### src/rtl/pipe_pkg.sv
// Shared pipeline definitions: writeback control bit positions, default widths
// and the MEM/WB payload layout.
package pipe_pkg;

    localparam int WB_REGWRITE_BIT = 0;
    localparam int WB_MEMTOREG_BIT = 1;

    localparam int DATA_W_D     = 32;
    localparam int REG_ADDR_W_D = 5;
    localparam int CTRL_W_D     = 2;

    // Payload layout at the default widths; field order matches the flat
    // vector packed by mem_wb_stage: {ctrl, alu, rdata, dest}.
    typedef struct packed {
        logic [CTRL_W_D-1:0]     ctrl;
        logic [DATA_W_D-1:0]     alu;
        logic [DATA_W_D-1:0]     rdata;
        logic [REG_ADDR_W_D-1:0] dest;
    } wb_payload_t;

endpackage : pipe_pkg

### src/rtl/mem_wb_stage_if.sv
// MEM/WB boundary bus: upstream valid/ready payload plus the held writeback view.
// master = the surrounding pipeline, slave = the mem_wb_stage itself.
interface mem_wb_stage_if
    import pipe_pkg::*;
#(
    parameter int DATA_W     = DATA_W_D,
    parameter int REG_ADDR_W = REG_ADDR_W_D,
    parameter int CTRL_W     = CTRL_W_D
);

    logic                  in_valid;
    logic                  in_ready;
    logic [CTRL_W-1:0]     in_ctrl;
    logic [DATA_W-1:0]     in_alu;
    logic [DATA_W-1:0]     in_rdata;
    logic [REG_ADDR_W-1:0] in_dest;

    logic                  out_valid;
    logic                  out_ready;
    logic [CTRL_W-1:0]     out_ctrl;
    logic [DATA_W-1:0]     out_alu;
    logic [DATA_W-1:0]     out_rdata;
    logic [REG_ADDR_W-1:0] out_dest;
    logic [DATA_W-1:0]     out_wb_data;
    logic                  out_reg_write;

    modport master (
        output in_valid, in_ctrl, in_alu, in_rdata, in_dest, out_ready,
        input  in_ready, out_valid, out_ctrl, out_alu, out_rdata, out_dest,
               out_wb_data, out_reg_write
    );

    modport slave (
        input  in_valid, in_ctrl, in_alu, in_rdata, in_dest, out_ready,
        output in_ready, out_valid, out_ctrl, out_alu, out_rdata, out_dest,
               out_wb_data, out_reg_write
    );

endinterface : mem_wb_stage_if

### src/rtl/pipe_skid_buf.sv
// Generic 2-entry (main + skid) valid/ready buffer with synchronous flush.
// in_ready comes straight from a flop, so it never depends on out_ready.
module pipe_skid_buf #(
    parameter int W = 8
) (
    input  logic         clk,
    input  logic         rst_n,
    input  logic         flush,

    input  logic         in_valid,
    output logic         in_ready,
    input  logic [W-1:0] in_data,

    output logic         out_valid,
    input  logic         out_ready,
    output logic [W-1:0] out_data
);

    logic         main_valid;
    logic         skid_valid;
    logic [W-1:0] main_q;
    logic [W-1:0] skid_q;
    logic         accept;
    logic         pop;

    assign in_ready  = !skid_valid;
    assign accept    = in_valid & in_ready;
    assign pop       = main_valid & out_ready;
    assign out_valid = main_valid;
    assign out_data  = main_q;

    // NOTE: state flops use non-blocking assignments so every register in this
    // block sees the pre-edge values of its neighbours (main <- skid relies on it).
    always_ff @(posedge clk or negedge rst_n) begin
        if (!rst_n) begin
            main_valid <= 1'b0;
            skid_valid <= 1'b0;
            // NOTE: payload is reset too, so out_wb_data reads 0 straight out of
            // reset; with only two entries the extra reset fan-out is trivial.
            main_q     <= '0;
            skid_q     <= '0;
        end else if (flush) begin
            // Payload holds; only the valid bits are squashed.
            main_valid <= 1'b0;
            skid_valid <= 1'b0;
        end else if (!main_valid || pop) begin
            if (skid_valid) begin
                main_q     <= skid_q;
                main_valid <= 1'b1;
                skid_valid <= accept;
                if (accept) begin
                    skid_q <= in_data;
                end
            end else begin
                main_valid <= accept;
                if (accept) begin
                    main_q <= in_data;
                end
            end
        end else if (accept) begin
            skid_q     <= in_data;
            skid_valid <= 1'b1;
        end
    end

endmodule : pipe_skid_buf

### src/rtl/mem_wb_stage.sv
// MEM/WB pipeline boundary: skid-buffered payload plus writeback mux and
// register-write enable. Define MEMWB_TRACE_EN for a simulation pop/flush trace.
module mem_wb_stage
    import pipe_pkg::*;
#(
    parameter int DATA_W     = DATA_W_D,
    parameter int REG_ADDR_W = REG_ADDR_W_D,
    parameter int CTRL_W     = CTRL_W_D
) (
    input  logic           clk,
    input  logic           rst_n,
    input  logic           flush,
    mem_wb_stage_if.slave  bus
);

    localparam int PAYLOAD_W = CTRL_W + 2 * DATA_W + REG_ADDR_W;

    generate
        if (CTRL_W < 2) begin : g_ctrl_w_check
            $error("mem_wb_stage: CTRL_W must be at least 2");
        end
    endgenerate

    logic [PAYLOAD_W-1:0] in_payload;
    logic [PAYLOAD_W-1:0] out_payload;

    assign in_payload = {bus.in_ctrl, bus.in_alu, bus.in_rdata, bus.in_dest};

    pipe_skid_buf #(
        .W (PAYLOAD_W)
    ) u_skid (
        .clk       (clk),
        .rst_n     (rst_n),
        .flush     (flush),
        .in_valid  (bus.in_valid),
        .in_ready  (bus.in_ready),
        .in_data   (in_payload),
        .out_valid (bus.out_valid),
        .out_ready (bus.out_ready),
        .out_data  (out_payload)
    );

    assign {bus.out_ctrl, bus.out_alu, bus.out_rdata, bus.out_dest} = out_payload;

    assign bus.out_wb_data = bus.out_ctrl[WB_MEMTOREG_BIT] ? bus.out_rdata : bus.out_alu;

    // x0 is hardwired to zero, so a write targeting it is suppressed here.
    assign bus.out_reg_write = bus.out_valid
                             & bus.out_ctrl[WB_REGWRITE_BIT]
                             & (bus.out_dest != '0);

`ifdef MEMWB_TRACE_EN
    always @(posedge clk) begin
        if (rst_n) begin
            if (flush && (bus.out_valid || !bus.in_ready)) begin
                $display("%0t MEMWB flush", $time);
            end
            if (bus.out_valid && bus.out_ready) begin
                $display("%0t MEMWB pop ctrl=%b dest=%0d alu=%h rdata=%h wb=%h",
                         $time, bus.out_ctrl, bus.out_dest, bus.out_alu,
                         bus.out_rdata, bus.out_wb_data);
            end
        end
    end
`endif

endmodule : mem_wb_stage

### src/flat_wrapper.sv
// flat-port wrapper written by rule: the top's interface ports become plain ports
module mem_wb_stage_flat import pipe_pkg::*;
#(
    parameter int DATA_W     = DATA_W_D,
    parameter int REG_ADDR_W = REG_ADDR_W_D,
    parameter int CTRL_W     = CTRL_W_D
)
  (clk, rst_n, flush, bus_in_valid, bus_in_ctrl, bus_in_alu, bus_in_rdata, bus_in_dest, bus_out_ready, bus_in_ready, bus_out_valid, bus_out_ctrl, bus_out_alu, bus_out_rdata, bus_out_dest, bus_out_wb_data, bus_out_reg_write);
  mem_wb_stage_if #(.DATA_W(DATA_W), .REG_ADDR_W(REG_ADDR_W), .CTRL_W(CTRL_W)) bus_i ();
  input  logic clk;
  input  logic rst_n;
  input  logic flush;
  input wire logic [$bits(bus_i.in_valid)-1:0] bus_in_valid;
  input wire logic [$bits(bus_i.in_ctrl)-1:0] bus_in_ctrl;
  input wire logic [$bits(bus_i.in_alu)-1:0] bus_in_alu;
  input wire logic [$bits(bus_i.in_rdata)-1:0] bus_in_rdata;
  input wire logic [$bits(bus_i.in_dest)-1:0] bus_in_dest;
  input wire logic [$bits(bus_i.out_ready)-1:0] bus_out_ready;
  output wire logic [$bits(bus_i.in_ready)-1:0] bus_in_ready;
  output wire logic [$bits(bus_i.out_valid)-1:0] bus_out_valid;
  output wire logic [$bits(bus_i.out_ctrl)-1:0] bus_out_ctrl;
  output wire logic [$bits(bus_i.out_alu)-1:0] bus_out_alu;
  output wire logic [$bits(bus_i.out_rdata)-1:0] bus_out_rdata;
  output wire logic [$bits(bus_i.out_dest)-1:0] bus_out_dest;
  output wire logic [$bits(bus_i.out_wb_data)-1:0] bus_out_wb_data;
  output wire logic [$bits(bus_i.out_reg_write)-1:0] bus_out_reg_write;
  assign bus_i.in_valid = bus_in_valid;
  assign bus_i.in_ctrl = bus_in_ctrl;
  assign bus_i.in_alu = bus_in_alu;
  assign bus_i.in_rdata = bus_in_rdata;
  assign bus_i.in_dest = bus_in_dest;
  assign bus_i.out_ready = bus_out_ready;
  assign bus_in_ready = bus_i.in_ready;
  assign bus_out_valid = bus_i.out_valid;
  assign bus_out_ctrl = bus_i.out_ctrl;
  assign bus_out_alu = bus_i.out_alu;
  assign bus_out_rdata = bus_i.out_rdata;
  assign bus_out_dest = bus_i.out_dest;
  assign bus_out_wb_data = bus_i.out_wb_data;
  assign bus_out_reg_write = bus_i.out_reg_write;
  mem_wb_stage #(.DATA_W(DATA_W), .REG_ADDR_W(REG_ADDR_W), .CTRL_W(CTRL_W)) u_core (.clk(clk), .rst_n(rst_n), .flush(flush), .bus(bus_i));
endmodule
### config.mk
export PLATFORM = sky130hd
export DESIGN_NAME = mem_wb_stage_flat
export DESIGN_NICKNAME = d
export VERILOG_FILES = /design/src/rtl/pipe_pkg.sv /design/src/rtl/mem_wb_stage_if.sv /design/src/rtl/pipe_skid_buf.sv /design/src/rtl/mem_wb_stage.sv /design/src/flat_wrapper.sv
export SDC_FILE = /design/constraint.sdc
export NUM_CORES = 1
export LEC_CHECK = 0
export BUFFER_PORTS_ARGS = -buffer_cell sky130_fd_sc_hd__buf_2
export CAP_MARGIN = 5
export CORE_MARGIN = 1
export CORE_UTILIZATION = 53
export DETAILED_ROUTE_END_ITERATION = 16
export GPL_ROUTABILITY_DRIVEN = 0
export PLACE_DENSITY = 0.88
export SYNTH_ARGS = -nofsm -noshare
export SYNTH_HDL_FRONTEND = slang
export SYNTH_HIERARCHICAL = 1
export SYNTH_SLANG_ARGS = --single-unit
export TNS_END_PERCENT = 50
### constraint.sdc
create_clock -name clk -period 1.8 [get_ports clk]
set_clock_uncertainty 0.1 [all_clocks]
set_input_delay 0.18 -clock clk [delete_from_list [all_inputs] [get_ports clk]]
set_output_delay 0.18 -clock clk [all_outputs]
set_load 0.1 [all_outputs]
==> impl_metrics.toml, run 1 <==
[job]
drv_cap = 0

[yosys]
syn-cell-area_sq_um = 6691
synth_cell_types = 19
ys_seq_elements = 144
syn_inst = 426
yosys_warnings = 6
syn-num-nets = 502
syn_area_per_cell_sq_um = 15.71
seq_area_frac_synth_pct = 53.85

[routing]
firstDrtPassIters = 4
drc = 0
vias = 4785
wl_per_cell_um = 21.82
final_antenna_net_count = 0
routed_via_density = 5.419
drt-total-wl_um = 19260
drtIter0Drc = 263

[worst_setup_path]
critPathRequiredTime_ps = 1520
r2r_setup_slack_ps = -40
crit_fanout = 2
cp-startpoint = "u_core/u_skid/out_data[3]"
crit_type = "reg2out"
r2r_cells = 5
critPathCapture = "bus_out_reg_write"
timing.rr.end = "u_core/u_skid/out_data[1]"
reg2reg_from = "u_core/u_skid/out_valid"
cp-end-kind = "primary output"
worstSetupStartpointType = "flip-flop"
worstPathArrival_ps = 1720

[place]
place.port_buffers = 181
dpl_cell_area_sq_um = 8479
dp_slack_ps = -2.746
dpl.hpwl_um = 10180

[cts]
cts_tree = "yes"
clk_pin_slew_ps = 60
clock-root-buffer = "clkbuf_16"
numCtsBuffers = 17
clockBufferDepth = 2
htree_levels = 4
clock_latency_ps = 410
clock-sinks = 144

[timing]
period_minus_slack_ps = 1999
post-route-period-util_pct = 111.0
tightest_slew_ps = 521.9
max_freq_mhz = 500.3
finalSetupViolations = 68
fin_ws_ps = -198.6
rsz0062_at_grt = "true"
hold_viol_final = 0
slew_headroom_pct = 65.45
drv_slew = 0

[floorplan]
initial_core_util_pct = 55.02
die_h_um = 114.4
num_io_pins = 182
die_area_sq_um = 13080
core_area_sq_um = 12160
row_count = 40
die_w_um = 114.4

[layout]
final_common_cell = "mux2_2"
antenna_cells = 0
layout_common_cells = "mux2_2 (208), buf_2 (145), dfrtp_1 (96), dlygate4sd3_1 (74), dfrtp_2 (45)"
design_area_sq_um = 10200
nNetsFinal = 778
fillerInstances = 582
area_growth_pct = 52.51
layout-drive-gt1-share_pct = 74.97

[pwr]
leakage_nw = 4.612
peakVddDrop_mv = 1.175
p_per_area_nw_per_um2 = 1546

[run_status]
failed_checks = "setup timing"
status = "complete, but fails checks"

[grt]
globalRoute.totalOverflow = 0
grt_pass1_vias = 5253
grt_antenna_before_repair = 0
grt_usage_pct = 27.98
grt_pass1_wl_um = 27300
grt_max_degree = 47

[min_path]
hold_path_class = "in2reg"
## synthesized netlist by cell type, drive strengths merged
cell    number  share of area (%)
nor2b        1               0.21
mux2       245                 41
nor2         2               0.22
a21oi        1              0.075
dfrtp      144                 54
nor3         2               0.32
clkbuf       2               0.28
nand2b       1              0.094
inv          1              0.056
buf         24                3.3
nand3        1               0.15
o311a        1               0.15
or3          1              0.094
## routing by layer
metal / vias to the layer above / global-route usage, % / share of wire [%]
li1: 2100 / - / -
met1: 2441 / 31.65 / 39
met2: 193 / 50.42 / 53
met3: 51 / 6.564 / 4.8
met4: 0 / 12.12 / 3.1
met5: - / 0 / 0
## what timing repair did
item,in CTS,in global routing
hold endpoints to repair,180,0
setup buffers,4,4
setup endpoints to repair,80,82
resized for setup,8,11
hold buffers,74,0
gates cloned,0,7
pin swaps,2,1
## worst min path at each step
stage,end,slack [ps],cells after the start,from
after floorplan,u_core/u_skid/out_data[0],-220,0,rst_n
after global placement,u_core/u_skid/skid_q[0],40,1,rst_n
after detailed placement,u_core/u_skid/skid_q[3],50,1,rst_n
after CTS,u_core/u_skid/skid_valid,70,3,bus_in_valid
after global routing,u_core/u_skid/out_valid,100,3,bus_in_valid
final,u_core/u_skid/out_valid,130,3,bus_in_valid
## cells by family after synthesis
| family | Yosys count | synth area share [%] |
|---|---|---|
| buffers and inverters | 27 | 3.609 |
| flip-flops | 144 | 53.85 |
| multiplexers | 245 | 41.23 |
| AO/OA/AOI/OAI | 2 | 0.2243 |
| AND/OR/NAND/NOR | 8 | 1.085 |
## state kept, by name (all words and copies together) (netlist names)
signal and cells:
u_core/u_skid/skid_q 71, u_core/u_skid/skid_valid 1, u_core/u_skid/out_valid 1, u_core/u_skid/out_data 71
## area by class of cell
type,instances,area [sq um],area share (%)
Tap cell,168,210.2,2.060
Sequential cell,144,3671,35.97
Timing Repair Buffer,283,2641,25.88
Multi-Input combinational cell,255,2993,29.33
Clock inverter,13,232.7,2.281
Clock buffer,19,452.9,4.438
Inverter,1,3.754,0.03678
## power by group
part	leakage (nW)	switching, mW	internal, mW
Clock	0.334	1.40	2.68
Sequential	1.68	0.536	4.00
Combinational	2.60	4.87	2.29
## critical path, cell delays in order (launching register included)
cell,delay [ps]
dfrtp_2,410
or3_4,390
o311a_4,330
buf_12,170
## metrics by stage
step / hold slack, ps / power (mW) / utilization (%) / TNS, ps / std cells
2_1_floorplan: -215.6 / 9.468 / - / -9706 / 426
3_3_place_gp: 39.35 / 11.11 / 69.72 / 0 / 762
3_5_place_dp: 45.37 / 11.30 / 69.72 / -2.746 / 762
4_1_cts: 71.56 / 15.54 / 82.00 / -3345 / 872
5_1_grt: 96.46 / 16.22 / 83.91 / -8869 / 883
6_report: 127.4 / 15.78 / 83.91 / -5423 / 883
Power figures use the tool's default switching activity.
==> run 2, diff against run 1 <==
- ABC_AREA: unset -> 1
- CORE_UTILIZATION: 53 -> 54
==> run 2 against run 1 <==
The flow still finishes with violations (setup timing). Routed wire length increased by 21%. Clock power decreased by 15%. Setup slack improved by 120 ps. Cell area increased by 2.5%. Combinational power decreased by 11%. Worst hold slack got worse by 98 ps. First-iteration DRC count increased to 3.0 times the previous value. Global-route usage increased by 6.9 points. Critical path depth unchanged.
==> impl_metrics.toml, run 2 <==
[run_status]
status = "complete, but fails checks"
failed_checks = "setup timing"

[timing]
holdWs_ps = 29.47
post-route-period-util_pct = 104.3
fin_ws_ps = -77.63
rsz0062_at_grt = "true"
drv_slew = 0
max_freq_mhz = 532.6
fin_setup_tns_ps = -1666
finalSetupViolations = 33
tightest_slew_ps = 611.4
slew_headroom_pct = 59.24
period_minus_slack_ps = 1878
hold_viol_final = 0

[worst_setup_path]
reg2reg_from = "u_core/u_skid/skid_valid"
worstPathArrival_ps = 1600
critPathRequiredTime_ps = 1520
r2r_cells = 6
crit_type = "reg2out"
cp-startpoint = "u_core/u_skid/out_data[70]"
worstSetupStartpointType = "flip-flop"
cp-end-kind = "primary output"
crit_fanout = 14

[yosys]
yosys_warnings = 6
syn_inst = 968
ys_seq_elements = 144
yosysMostFrequentCell = "nand2_1"
seq_area_frac_synth_pct = 50.33
synth_top_area_share_pct = 50.33
synth_top_area_cell = "dfrtp_1"
synth-main-ff-cell = "dfrtp_1"
syn-num-nets = 1044
syn-cell-area_sq_um = 7159
synthTopCellsByArea = "dfrtp_1 (50%), nand2_1 (28%), nand3_1 (10%), o21ai_2 (3.5%), buf_2 (2.2%)"
syn_area_per_cell_sq_um = 7.396
async_flop_share_pct = 100.0
synth_cell_types = 17
synth_edf_count = 0
ys_top_cells_by_count = "nand2_1 (531), dfrtp_1 (144), nand3_1 (144)"

[routing]
final_antenna_net_count = 0
drt-total-wl_um = 23260
vias = 7649
routed_via_density = 5.495
wl_per_cell_um = 16.71
firstDrtPassIters = 7
drc = 0
drtIter0Drc = 791

[place]
place.port_buffers = 181
dpl.hpwl_um = 12730
dp_slack_ps = 283.5
dpl_cell_area_sq_um = 9019
dp_cells = 1281

[layout]
layout_common_cells = "nand2_1 (523), buf_2 (145), nand3_1 (143), dfrtp_1 (104), dlygate4sd3_1 (73)"
layout-drive-gt1-share_pct = 26.91
nNetsFinal = 1282
final_common_cell = "nand2_1"
finalNonFillerCells = 1392
area_growth_pct = 46.05
fin_util_pct = 81.86
design_area_sq_um = 10460

[cts]
clk_pin_slew_ps = 60
clock_latency_ps = 430
cts_tree = "yes"
clock-root-buffer = "clkbuf_16"
clock-sinks = 144
clockBufferDepth = 2
numCtsBuffers = 17
htree_levels = 4

[grt]
grt_max_degree = 63
grt_pass1_wl_um = 35980
grt_antenna_before_repair = 1
grt_pass1_vias = 7606
globalRoute.totalOverflow = 0
grt_usage_pct = 34.87

[floorplan]
core_area_sq_um = 12770
row_count = 41
num_io_pins = 182
die_area_sq_um = 13720
die_w_um = 117.1
initial_core_util_pct = 56.05
die_h_um = 117.1

[pwr]
p_per_area_nw_per_um2 = 1366
leakage_nw = 5.633
peakVddDrop_mv = 1.184
power.total_mw = 14.28

[job]
drv_cap = 0

[min_path]
hold_path_class = "in2async"
[run 2: changes by cell type in the layout (fill, tap and decap cells not counted), sizes merged, moves of 6 or more]
cell | before | now
inv | 2 | 41
o21ai | 0 | 32
mux2 | 245 | 0
nand3 | 1 | 145
nor2 | 2 | 8
nand2 | 0 | 534
[run 2: path summary, 6_finish.rpt]
path / endpoint / slack, ps
setup reg to reg: u_core/u_skid/out_data[66] / 210
hold reg to reg: u_core/u_skid/skid_q[11] / 370
max in group asynchronous: u_core/u_skid/out_data[70] / 1000
min in group clk: u_core/u_skid/skid_q[12] / 250
setup / recovery: bus_out_wb_data[21] / -80
hold / removal: u_core/u_skid/out_data[12] / 30
[run 2: metal layers]
layer / vias to the layer above / wire (um) / track usage [%]
met2: 475 / 11950 / 60.63
met3: 93 / 1795 / 7.724
met5: - / 0 / 0
met4: 0 / 800 / 19.32
li1: 3496 / - / -
met1: 3585 / 8707 / 39.98
[run 2: where the power goes]
| part | internal, mW | switching, mW | total, mW | leakage [nW] |
|---|---|---|---|---|
| Clock | 2.19 | 1.28 | 3.47 | 0.296 |
| Combinational | 1.67 | 4.70 | 6.37 | 3.58 |
| Sequential | 3.93 | 0.511 | 4.44 | 1.76 |
| Total | 7.79 | 6.49 | 14.3 | 5.63 |
[run 2: cell type report]
type | instances | area (sq um)
fill | 753 | 2317
timing repair buffer | 283 | 2489
clock buffer | 28 | 546.8
inverter | 41 | 153.9
tap | 172 | 215.2
sequential | 144 | 3656
clock inverter | 4 | 45.04
antenna | 1 | 2.502
multi-input combinational | 719 | 3348
[run 2: cells by family (layout without fill, tap and decap cells)]
kind of cell / count (synthesis) / in the layout / share of synthesized area [%]
simple gates: 687 / 687 / 38.83
flops: 144 / 144 / 50.33
buf+inv: 105 / 356 / 7.078
compound gates: 32 / 32 / 3.757
other cells: 0 / 1 / 0
[run 2: what timing repair did]
item                                    in CTS  in global routing
pin swaps                                    0                  1
endpoints found under the hold margin      253                  0
endpoints found under the setup margin      31                 34
gates cloned                                 1                  2
resized for setup                            4                  9
hold buffers                                73                  0
setup buffers                                1                  1
[run 2: worst max-delay path, stage by stage (launching register included)]
cell     delay [ps]
dfrtp_4         580
buf_16          220
o21ai_4         170
buf_12          190
